`src/rtl/board_draw_sequencer.sv`:
```
// Tile-map walker that feeds the sprite drawer one 8x8 tile request at a time.
// Optional feature macro: BOARD_SEQ_DIRTY_EN (redraw only cells written since their last draw).
module board_draw_sequencer #(
   parameter int COLS        = 8,
   parameter int ROWS        = 8,
   parameter int TILE        = 8,
   parameter int X0          = 0,
   parameter int Y0          = 0,
   parameter int GO_CYCLES   = 2,
   parameter int DRAW_CYCLES = 68
) (
   input  logic       clk,
   input  logic       reset,
   input  logic       wr_en,
   input  logic [2:0] wr_col,
   input  logic [2:0] wr_row,
   input  logic [2:0] wr_id,
   input  logic       redraw,
   output logic       busy,
   output logic       frame_done,
   output logic [7:0] draw_x,
   output logic [6:0] draw_y,
   output logic [2:0] draw_id,
   output logic       draw_go
);
   // state | meaning
   // IDLE  | waiting for redraw
   // SCAN  | one cycle per cell: latch tile request or skip the cell
   // GO    | draw_go high for GO_CYCLES
   // WAIT  | drawer busy for DRAW_CYCLES
   // DONE  | one-cycle frame_done
   typedef enum logic [2:0] {S_IDLE, S_SCAN, S_GO, S_WAIT, S_DONE} state_t;

   localparam int N     = COLS * ROWS;
   localparam int IDX_W = $clog2(N);
   localparam int TMAX  = (GO_CYCLES > DRAW_CYCLES) ? GO_CYCLES : DRAW_CYCLES;
   localparam int TMR_W = $clog2(TMAX + 1);
   localparam logic [IDX_W-1:0] LAST_IDX = IDX_W'(N - 1);

   state_t            state_q, state_d;
   logic [IDX_W-1:0]  idx_q, idx_d;
   logic [TMR_W-1:0]  timer_q, timer_d;
   logic [7:0]        draw_x_q, draw_x_d;
   logic [6:0]        draw_y_q, draw_y_d;
   logic [2:0]        draw_id_q, draw_id_d;
   logic [2:0]        map_q [N];
   logic [2:0]        map_d [N];
   logic [IDX_W-1:0]  wr_idx;
   logic              sel;
`ifdef BOARD_SEQ_DIRTY_EN
   logic [N-1:0]      dirty_q, dirty_d;
`endif

   assign wr_idx = IDX_W'(int'(wr_row) * COLS + int'(wr_col));

   always_comb begin
      state_d   = state_q;
      idx_d     = idx_q;
      timer_d   = timer_q;
      draw_x_d  = draw_x_q;
      draw_y_d  = draw_y_q;
      draw_id_d = draw_id_q;
      map_d     = map_q;
`ifdef BOARD_SEQ_DIRTY_EN
      dirty_d   = dirty_q;
      sel       = dirty_q[idx_q];
`else
      sel       = 1'b1;
`endif
      unique case (state_q)
         S_IDLE: begin
            if (redraw) begin
               state_d = S_SCAN;
               idx_d   = '0;
            end
         end
         S_SCAN: begin
            if (sel) begin
               draw_x_d  = 8'(X0 + (int'(idx_q) % COLS) * TILE);
               draw_y_d  = 7'(Y0 + (int'(idx_q) / COLS) * TILE);
               draw_id_d = map_q[idx_q];
               timer_d   = TMR_W'(GO_CYCLES - 1);
               state_d   = S_GO;
`ifdef BOARD_SEQ_DIRTY_EN
               dirty_d[idx_q] = 1'b0;
`endif
            end else if (idx_q == LAST_IDX) begin
               state_d = S_DONE;
            end else begin
               idx_d = idx_q + 1'b1;
            end
         end
         S_GO: begin
            if (timer_q == '0) begin
               timer_d = TMR_W'(DRAW_CYCLES - 1);
               state_d = S_WAIT;
            end else begin
               timer_d = timer_q - 1'b1;
            end
         end
         S_WAIT: begin
            if (timer_q != '0) begin
               timer_d = timer_q - 1'b1;
            end else if (idx_q == LAST_IDX) begin
               state_d = S_DONE;
            end else begin
               idx_d   = idx_q + 1'b1;
               state_d = S_SCAN;
            end
         end
         S_DONE:  state_d = S_IDLE;
         default: state_d = S_IDLE;
      endcase
      // Write applied after the scan clear so a same-cycle write re-dirties the cell.
      if (wr_en) begin
         map_d[wr_idx] = wr_id;
`ifdef BOARD_SEQ_DIRTY_EN
         dirty_d[wr_idx] = 1'b1;
`endif
      end
   end

   always_ff @(posedge clk) begin
      if (reset) begin
         state_q   <= S_IDLE;
         idx_q     <= '0;
         timer_q   <= '0;
         draw_x_q  <= '0;
         draw_y_q  <= '0;
         draw_id_q <= '0;
         for (int i = 0; i < N; i++) map_q[i] <= '0;
`ifdef BOARD_SEQ_DIRTY_EN
         dirty_q   <= '1;
`endif
      end else begin
         state_q   <= state_d;
         idx_q     <= idx_d;
         timer_q   <= timer_d;
         draw_x_q  <= draw_x_d;
         draw_y_q  <= draw_y_d;
         draw_id_q <= draw_id_d;
         map_q     <= map_d;
`ifdef BOARD_SEQ_DIRTY_EN
         dirty_q   <= dirty_d;
`endif
      end
   end

   assign busy       = (state_q != S_IDLE);
   assign frame_done = (state_q == S_DONE);
   assign draw_go    = (state_q == S_GO);
   assign draw_x     = draw_x_q;
   assign draw_y     = draw_y_q;
   assign draw_id    = draw_id_q;
endmodule

```
`config.mk`:
```
export PLATFORM = sky130hd
export DESIGN_NAME = board_draw_sequencer
export DESIGN_NICKNAME = d
export VERILOG_FILES = /design/src/rtl/board_draw_sequencer.sv
export SDC_FILE = /design/constraint.sdc
export NUM_CORES = 1
export LEC_CHECK = 0
export BUFFER_PORTS_ARGS = -buffer_cell sky130_fd_sc_hd__buf_2
export CAP_MARGIN = 20
export CELL_PAD_IN_SITES_DETAIL_PLACEMENT = 0
export CELL_PAD_IN_SITES_GLOBAL_PLACEMENT = 1
export CORE_MARGIN = 2
export CORE_UTILIZATION = 37
export DETAILED_ROUTE_END_ITERATION = 16
export GPL_ROUTABILITY_DRIVEN = 0
export PLACE_DENSITY = 0.76
export SLEW_MARGIN = 40
export SYNTH_ARGS = -nofsm -noshare
export SYNTH_HDL_FRONTEND = slang
export SYNTH_SLANG_ARGS = --single-unit
export TNS_END_PERCENT = 50
```
`constraint.sdc`:
```
create_clock -name clk -period 2.45 [get_ports clk]
set_clock_uncertainty 0.15 [all_clocks]
set_input_delay 0.1225 -clock clk [delete_from_list [all_inputs] [get_ports clk]]
set_output_delay 0.1225 -clock clk [all_outputs]
set_load 0.005 [all_outputs]
```
==> results of run 1 <==
## power by group
group	internal (uW)	leakage, uW	switching [uW]
Combinational	222	0.00165	451
Sequential	3580	0.00175	53.1
Clock	2180	0.000395	1460
## per-stage QoR
step | power [uW] | setup slack, ps | hold slack (ps) | std cells
global placement | 4360 | 164 | 290 | 1498
CTS | 7980 | 120 | 2.08 | 1547
detailed placement | 4360 | 150 | 293 | 1498
finish | 7940 | 220 | 21.6 | 1548
global route | 8200 | 84.6 | 71.6 | 1548
floorplan | 4180 | 471 | 174 | 1222
## cell type report
class	instances	area, sq um
fill	2704	15500
multi-input combinational	877	5320
sequential	217	4350
clock buffer	38	744
timing repair buffer	65	536
tap	341	427
clock inverter	5	50.0
inverter	5	18.8
## state kept, by name (all words and copies together), names as in the netlist
name / cells
draw_x: 3
draw_id: 3
idx_q: 6
state_q: 3
draw_y: 3
timer_q: 7
map_q: 192
## worst reg2reg max path: cells and delay by family, from the launching register on
kind / cells / cell delay [ps]
compound gates: 4 / 690
flops: 1 / 520
mux: 1 / 520
buf+inv: 1 / 210
## final timing paths
path / start / slack, ps / endpoint / depth (start not counted)
max: idx_q[0]$_SDFFE_PP0P_ / 220 / draw_id[1]$_SDFFE_PP0P_ / 6
min reg2reg: draw_x[4]$_SDFFE_PP0P_ / 300 / draw_x[4]$_SDFFE_PP0P_ / 2
max reg2reg: idx_q[0]$_SDFFE_PP0P_ / 220 / draw_id[1]$_SDFFE_PP0P_ / 6
min: wr_row[2] / 20 / map_q[35]$_SDFFE_PP0P_ / 5
## routing by layer
metal	global-route usage, %	up-vias
li1	-	4209
met3	2.63	38
met5	0	-
met1	26.6	4207
met4	5.09	0
met2	33.2	230
## cells in the final DEF, fill, tap and decap left out, types with 5 or more instances in the layout
cell	instances
clkbuf_16	25
o21ai_0	86
nor2b_1	15
mux4_2	40
nor2_1	95
dfxtp_1	215
and3_1	6
buf_12	6
inv_1	5
mux2i_1	57
a21oi_1	170
clkbuf_1	6
nand2_1	210
nand2b_1	12
buf_4	27
a22oi_1	8
conb_1	9
dlygate4sd3_1	6
buf_2	23
clkbuf_8	7
nand3_1	86
## logic make-up after synthesis
family,after synthesis,share of synthesized area [%]
adder cells (fa/ha/maj),3,0.369
XOR/XNOR,4,0.344
buffers and inverters,128,5.47
AND/OR/NAND/NOR,466,20.6
multiplexers,97,14.5
flip-flops,217,42.7
AO/OA/AOI/OAI,298,16.0
other,1,0.0369
## what timing repair did
| action | 4_1_cts | 5_1_grt |
|---|---|---|
| setup endpoints to repair | 0 | 1 |
| setup buffers | 0 | 1 |
| hold buffers | 6 | 0 |
| hold endpoints to repair | 55 | 0 |
==> run_results.csv, run 1 <==
group,metric,value,unit
route,wl_per_cell,18.4,um
floorplanning,ios,34,
power,leakage,0.00380,uW
yosys,synth_area_leaders,"dfxtp_1 43%, mux4_2 8.9%, a21oi_1 8.4%",
layout,syn_to_final_growth,12.4,%
sta,hold_viol,0,
yosys,yosysSeqAreaShare,42.7,%
yosys,synthCells,1214,
layout,fin_util,42.4,%
yosys,syn_area,10200,sq um
route,drt_iter0_drc,700,
worst_setup_path,path_cells,"buf_12 > mux4_2 > a22oi_1 > a211oi_1 > a31oi_1 > a221oi_1",
sta,period_share,91.0,%
clock_network,cts_root_buffer,"clkbuf_16",
yosys,synth_edf_count,0,
layout,drive_above_1_share,12.8,%
sta,finalMaxSlewViolations,0,
clock_network,cts_max_path_buffers,3,
placed_design,io_buffer_count,24,
yosys,synth_top_area_share,42.7,%
clock_network,cts_resized,0,
placed_design,placed_area,10600,sq um
floorplanning,dieArea,28800,sq um
worst_setup_path,critPathKind,"reg -> reg",
floorplanning,die_y,170,um
route,via_per_inst,5.61,
route,routed.top_layer,"met4",
route,wl_met1,12700,um
worst_setup_path,cp-start-kind,"register",
clock_network,cts_buffers,25,
yosys,synth-seq-cells,217,
yosys,ys.flop_type,"dfxtp_1",
sta,period_minus_slack,2230,ps
sta,tightest_slew,778,ps
global_route,antenna_found_initial,0,
route,met3_length,1520,um
sta,maxSlewHeadroom,47.9,%
worst_setup_path,worstPathRequired,2680,ps
route,drc_errors,0,
clock_network,cts_tree,"yes",
min_path,hold_path_class,"in -> reg",
placed_design,dp_hpwl,18100,um
route,met2WireLength,13600,um
status,status,"finished, final reports clean",
route,ant_nets,0,
global_route,grt_pass1_wl,45100,um
layout,fin_area,11400,sq um
global_route,first_global_vias,8028,
yosys,yosysMostFrequentCell,"dfxtp_1",
floorplanning,core_area,27000,sq um
worst_setup_path,cp_top_family,"compound AO/OA/AOI/OAI gates",
worst_setup_path,crit_path_end_kind,"register",
yosys,syn_area_per_cell,8.38,sq um
clock_network,clk-insertion-delay-late,520,ps
floorplanning,initial_core_util,37.8,%
yosys,synthArstFlopShare,0,%
yosys,synth.distinct_cells,52,
worst_setup_path,cp_slowest_stage_delay,520,ps
worst_setup_path,path_max_fanout,17,
yosys,synth_commonest_cells,"217 x dfxtp_1, 210 x nand2_1, 170 x a21oi_1",
run,maxCapViolCount,0,
worst_setup_path,crit_buf_inv,1,
sta,rsz0062_at_grt,"false",
floorplanning,rows,60,
sta,setup_tns,0,ps
layout,n_antenna_cell,0,
yosys,synth_warnings,0,
route,wirelength,28500,um
power,p_per_area,694,nW/um^2
clock_network,ctsHtreeMaxLevel,1,
global_route,grt_max_degree,79,
power,irDropWorstVdd,0.414,mV
route,dr.pass1.iters,7,
global_route,grt_usage,19.6,%
floorplanning,die_w,170,um
sta,finalSetupViolCount,0,
worst_setup_path,cp_slowest_cell,"dfxtp_4",
sta,fmax,448,MHz
layout,final_nets,1207,
route,vias,8684,
clock_network,clk_pin_slew,60,ps
clock_network,cts.sinks,217,
worst_setup_path,arrival,2460,ps
global_route,grt-ovfl-total,0,
yosys,yosysTopAreaCell,"dfxtp_1",
Power figures use the tool's default switching activity.
==> inputs of run 2 (changes only) <==
--- a/config.mk
+++ b/config.mk
@@ -11,6 +11,7 @@
 export CELL_PAD_IN_SITES_GLOBAL_PLACEMENT = 1
 export CORE_MARGIN = 2
 export CORE_UTILIZATION = 37
+export CTS_BUF_LIST = sky130_fd_sc_hd__clkbuf_8
 export DETAILED_ROUTE_END_ITERATION = 16
 export GPL_ROUTABILITY_DRIVEN = 0
 export PLACE_DENSITY = 0.76
==> run 2 against run 1 <==
Compared with the run above:
- worst hold slack better by 19 ps
- clock power is 6.1% lower
- setup slack got worse by 120 ps
- cell area down 0.12%
- first-iteration DRC count increased by 4.7%
- critical path depth unchanged
- fmax down 5.2%
- non-clock buffer count is the same
- sequential cell count stayed put
- die area stayed put
- register-to-register slack got worse by 120 ps
- critical path type unchanged
==> run_results.csv, run 2 (synthesized netlist as in run 1, its figures left out) <==
group,metric,value,unit
status,status,"finished, final reports clean",
worst_setup_path,crit_path_end_kind,"register",
sta,setup_tns,0,ps
power,irDropWorstVdd,0.329,mV
placed_design,dp_hpwl,18100,um
global_route,grt_max_degree,79,
layout,final_common_cell,"dfxtp_1",
layout,largest-register,"map_q",
sta,finalSetupViolCount,0,
min_path,hold_path_class,"in -> reg",
global_route,first_global_vias,8172,
floorplanning,die_w,170,um
worst_setup_path,r2r_slack,100,ps
sta,rsz0062_at_grt,"false",
worst_setup_path,cp_num_cells,6,
sta,period_minus_slack,2350,ps
clock_network,clk-insertion-delay-late,530,ps
layout,fill_cells,2729,
power,switching_share,25.9,%
worst_setup_path,worstReg2RegStart,"idx_q[0]$_SDFFE_PP0P_",
layout,syn_to_final_growth,12.3,%
power,p_sw,2000,uW
power,p_seq_share,47.1,%
power,p_comb_share,8.7,%
floorplanning,ios,34,
sta,finalMaxSlewViolations,0,
worst_setup_path,cp_top_family,"compound AO/OA/AOI/OAI gates",
power,p_per_area,675,nW/um^2
sta,hold_viol,0,
global_route,antenna_found_initial,0,
power,power.internal,5710,uW
route,drt_iter0_drc,733,
clock_network,cts_tree,"yes",
clock_network,clk_pin_slew,60,ps
clock_network,cts.sinks,217,
layout,final_nets,1221,
route,vias,8708,
worst_setup_path,arrival,2580,ps
global_route,grt_pass1_wl,45200,um
power,leakage,0.00384,uW
floorplanning,dieArea,28800,sq um
worst_setup_path,path_max_fanout,20,
worst_setup_path,r2r_cells,6,
sta,tightest_slew,790,ps
route,wirelength,28300,um
floorplanning,die_y,170,um
route,via_per_inst,5.54,
route,dr.pass1.iters,5,
clock_network,cts_root_buffer,"clkbuf_8",
layout,drive_above_1_share,14.0,%
floorplanning,rows,60,
worst_setup_path,cp_slowest_stage_delay,600,ps
floorplanning,core_area,27000,sq um
sta,period_share,96.0,%
layout,final_cell_mix,"215 x dfxtp_1, 210 x nand2_1, 170 x a21oi_1, 95 x nor2_1",
layout,n_antenna_cell,0,
clock_network,cts_max_path_buffers,3,
placed_design,io_buffer_count,24,
sta,fmax,425,MHz
worst_setup_path,crit_buf_inv,1,
worst_setup_path,worstPathRequired,2680,ps
route,drc_errors,0,
run,maxCapViolCount,0,
clock_network,post_cts_buffers,0,
clock_network,ctsHtreeMaxLevel,2,
global_route,grt_usage,19.7,%
worst_setup_path,rr_endpoint,"draw_id[1]$_SDFFE_PP0P_",
worst_setup_path,path_cells,"buf_12 > mux4_2 > a22oi_1 > a211oi_1 > a31oi_1 > a221oi_1",
worst_setup_path,crit_end,"draw_id[1]$_SDFFE_PP0P_",
global_route,grt-ovfl-total,0,
sta,maxSlewHeadroom,47.1,%
worst_setup_path,critPathKind,"reg -> reg",
layout,fin_util,42.4,%
worst_setup_path,crit_start,"idx_q[0]$_SDFFE_PP0P_",
route,ant_nets,0,
power,clkPwrFrac,44.2,%
layout,largestRegisters,"map_q (192), timer_q (7), idx_q (6)",
layout,largest_reg_flops,192,
worst_setup_path,cp-start-kind,"register",
route,wl_per_cell,18.0,um
floorplanning,initial_core_util,37.8,%
worst_setup_path,cp_slowest_cell,"dfxtp_4",
clock_network,cts_buffers,39,
-- run 2: how the worst min path moves through the flow --
| stage | endpoint | cells after the start | from |
|---|---|---|---|
| floorplan | state_q[1]$_SDFFE_PP0P_ | 2 | reset |
| global placement | map_q[93]$_SDFFE_PP0P_ | 2 | map_q[93]$_SDFFE_PP0P_ |
| detailed placement | map_q[155]$_SDFFE_PP0P_ | 2 | map_q[155]$_SDFFE_PP0P_ |
| CTS | map_q[96]$_SDFFE_PP0P_ | 4 | wr_col[1] |
| global route | map_q[96]$_SDFFE_PP0P_ | 4 | wr_col[1] |
| finish | map_q[96]$_SDFFE_PP0P_ | 4 | wr_col[1] |
-- run 2: cell type report --
| cell class | count | area, sq um | share of cell area (%) |
|---|---|---|---|
| clock buffer | 53 | 729 | 6.38 |
| multi-input combinational | 877 | 5320 | 46.5 |
| clock inverter | 13 | 56.3 | 0.493 |
| tap | 341 | 427 | 3.73 |
| sequential | 217 | 4350 | 38.1 |
| inverter | 5 | 18.8 | 0.164 |
| timing repair buffer | 65 | 531 | 4.64 |
-- run 2: stage by stage --
step / worst slack, ps / instances / instance area, sq um / hold WS (ps) / power, uW
final: 97.9 / 1571 / 11400 / 40.7 / 7710
after global routing: 11.5 / 1571 / 11400 / 63.1 / 8020
after CTS: 113 / 1571 / 11400 / 35.4 / 7770
after detailed placement: 150 / 1498 / 10600 / 293 / 4360
after global placement: 164 / 1498 / 10600 / 290 / 4360
after floorplan: 471 / 1222 / 10200 / 174 / 4180
-- run 2: worst register-to-register path, stage by stage, from the launching register on --
cell      delay, ps
dfxtp_4         600
buf_12          220
mux4_2          510
a22oi_1         210
a211oi_1        110
a31oi_1         310
a221oi_1         80
-- run 2: layer usage --
metal  track usage (%)  vias to the layer above  wire length [um]
met5                 0                        -                 0
met4              6.13                        0               577
met3              2.91                       47              1350
met2              32.7                      206             13400
met1              26.5                     4210             13000
li1                  -                     4245                 -
-- run 2: what timing repair did --
| item | 4_1_cts | 5_1_grt |
|---|---|---|
| hold buffers | 7 | 0 |
| gates resized for setup | 0 | 0 |
| endpoints found under the hold margin | 62 | 0 |
| setup endpoints to repair | 0 | 0 |
-- run 2: power by group through the flow --
stage	clock network (uW)	logic, uW	registers [uW]
after floorplan	0	485	3690
after global placement	0	651	3710
after detailed placement	0	652	3710
after CTS	3470	664	3630
after global routing	3650	732	3640
final	3410	670	3630
==> inputs of run 3 (changes only) <==
--- a/config.mk
+++ b/config.mk
@@ -14,8 +14,9 @@
 export CTS_BUF_LIST = sky130_fd_sc_hd__clkbuf_8
 export DETAILED_ROUTE_END_ITERATION = 16
 export GPL_ROUTABILITY_DRIVEN = 0
+export HOLD_SLACK_MARGIN = 0.05
 export PLACE_DENSITY = 0.76
-export SLEW_MARGIN = 40
+export SLEW_MARGIN = 20
 export SYNTH_ARGS = -nofsm -noshare
 export SYNTH_HDL_FRONTEND = slang
 export SYNTH_SLANG_ARGS = --single-unit
==> run 3 against run 2 <==
Compared with the run above:
- first-iteration DRC count grew 0.95%
- worst hold slack gained 130 ps
- die area is the same
- combinational power is essentially flat
- critical path depth is the same
- cell count grew 0.25%
- non-clock buffer count grew 3
- setup slack gained 26 ps
- largest power group unchanged
==> run_results.csv, run 3 (synthesized netlist as in run 1, its figures left out) <==
group,metric,value,unit
worst_setup_path,r2r_cells,6,
layout,multi_input_area,5320,sq um
layout,largest_reg_flops,192,
route,drt_iter0_drc,740,
worst_setup_path,crit_path_end_kind,"register",
layout,final_common_cell,"dfxtp_1",
power,clkPwrFrac,44.2,%
route,drc_errors,0,
sta,hold_viol,0,
clock_network,clk-insertion-delay-late,530,ps
clock_network,cts_root_buffer,"clkbuf_8",
route,wirelength,28300,um
clock_network,cts_buffers,39,
sta,maxSlewHeadroom,42.5,%
route,wl_per_cell,18.0,um
worst_setup_path,cp-start-kind,"register",
layout,drive_above_1_share,13.9,%
sta,tightest_slew,863,ps
power,p_per_area,673,nW/um^2
worst_setup_path,worstPathRequired,2680,ps
floorplanning,ios,34,
sta,finalSetupViolCount,0,
power,leakage,0.00385,uW
worst_setup_path,rr_endpoint,"draw_id[1]$_SDFFE_PP0P_",
layout,fill_cells,2727,
power,switching_share,25.9,%
global_route,grt_max_degree,79,
worst_setup_path,r2r_slack,120,ps
min_path,hold_start,"wr_en",
placed_design,io_buffer_count,24,
worst_setup_path,critPathKind,"reg -> reg",
placed_design,dp_hpwl,18100,um
clock_network,cts_tree,"yes",
global_route,grt_pass1_wl,45200,um
global_route,antenna_found_initial,0,
power,irDropWorstVdd,0.329,mV
worst_setup_path,worstReg2RegStart,"idx_q[0]$_SDFFE_PP0P_",
sta,setup_tns,0,ps
clock_network,ctsHtreeMaxLevel,2,
layout,ff_latch_area,4350,sq um
clock_network,cts_max_path_buffers,3,
layout,final_nets,1224,
sta,period_share,94.9,%
floorplanning,initial_core_util,37.8,%
worst_setup_path,path_max_fanout,20,
sta,period_minus_slack,2330,ps
sta,finalMaxSlewViolations,0,
layout,final_cell_mix,"215 x dfxtp_1, 210 x nand2_1, 170 x a21oi_1, 95 x nor2_1",
clock_network,clk_pin_slew,60,ps
floorplanning,die_y,170,um
floorplanning,core_area,27000,sq um
power,p_sw,2000,uW
power,p_seq_share,47.1,%
min_path,min_to,"map_q[107]$_SDFFE_PP0P_",
min_path,holdPathStages,6,
floorplanning,dieArea,28800,sq um
floorplanning,rows,60,
layout,syn_to_final_growth,12.6,%
floorplanning,die_w,170,um
sta,fmax,430,MHz
route,via_per_inst,5.56,
power,p_comb_share,8.7,%
min_path,hold_path_class,"in -> reg",
power,power.internal,5720,uW
status,status,"finished, final reports clean",
route,dr.pass1.iters,5,
layout,largestRegisters,"map_q (192), timer_q (7), idx_q (6)",
route,ant_nets,0,
global_route,grt_usage,19.7,%
clock_network,cts.sinks,217,
layout,largest-register,"map_q",
worst_setup_path,arrival,2550,ps
global_route,first_global_vias,8180,
sta,setup_slack,124,ps
sta,rsz0062_at_grt,"false",
global_route,grt-ovfl-total,0,
run,maxCapViolCount,0,
route,vias,8760,
placed_design,post-place-ws,150,ps
## run 3: cell count changes in the layout (fill, tap and decap cells not counted)
cell / delta
buf_6: -1
diode_2: +1
buf_4: +1
dlygate4sd3_1: +3
## run 3: per-stage QoR
| stage | cells | utilization [%] | power (uW) | instance area, sq um | hold WS, ps |
|---|---|---|---|---|---|
| floorplan | 1222 | - | 4180 | 10200 | 174 |
| global placement | 1498 | 39.2 | 4360 | 10600 | 290 |
| global route | 1574 | 42.5 | 8020 | 11500 | 185 |
| finish | 1575 | 42.5 | 7710 | 11500 | 169 |
| detailed placement | 1498 | 39.2 | 4360 | 10600 | 293 |
| CTS | 1574 | 42.5 | 7770 | 11500 | 138 |
## run 3: worst max-delay path: stages (launching register included)
cell and delay [ps]:
dfxtp_4 600, buf_12 220, mux4_2 510, a22oi_1 210
a211oi_1 110, a31oi_1 290, a221oi_1 80
## run 3: worst max path at each step
stage / start / to / slack [ps] / cells after the start
4_1_cts: idx_q[0]$_SDFFE_PP0P_ / draw_id[1]$_SDFFE_PP0P_ / 110 / 6
3_5_place_dp: idx_q[0]$_SDFFE_PP0P_ / draw_id[1]$_SDFFE_PP0P_ / 150 / 6
2_1_floorplan: timer_q[0]$_SDFFE_PP0P_ / idx_q[0]$_SDFFE_PP0P_ / 470 / 8
3_3_place_gp: idx_q[0]$_SDFFE_PP0P_ / draw_id[1]$_SDFFE_PP0P_ / 160 / 6
6_report: idx_q[0]$_SDFFE_PP0P_ / draw_id[1]$_SDFFE_PP0P_ / 120 / 6
5_1_grt: idx_q[0]$_SDFFE_PP0P_ / draw_id[1]$_SDFFE_PP0P_ / 10 / 6
## run 3: routing by layer
layer / routed length [um] / global-route usage (%)
met1: 12800 / 26.6
met2: 13500 / 32.7
met3: 1480 / 2.86
met4: 581 / 6.13
met5: 0 / 0
## run 3: power groups by stage
stage | logic, uW | registers (uW) | clock network [uW]
final | 671 | 3630 | 3410
after global routing | 735 | 3640 | 3650
after CTS | 668 | 3630 | 3470
after detailed placement | 652 | 3710 | 0
after global placement | 651 | 3710 | 0
after floorplan | 485 | 3690 | 0
## run 3: repair_timing
action                                 CTS  global route
endpoints found under the hold margin   86             0
buffers inserted                         0             0
hold buffers                            10             0
gates resized for setup                  0             0
## run 3: layout make-up
| cell class | count | area share, % |
|---|---|---|
| clock buffer | 53 | 6.37 |
| inverter | 5 | 0.164 |
| multi-input combinational | 877 | 46.4 |
| tap | 341 | 3.72 |
| timing repair buffer | 68 | 4.86 |
| sequential | 217 | 38.0 |
| clock inverter | 13 | 0.492 |
| antenna | 1 | 0.0218 |
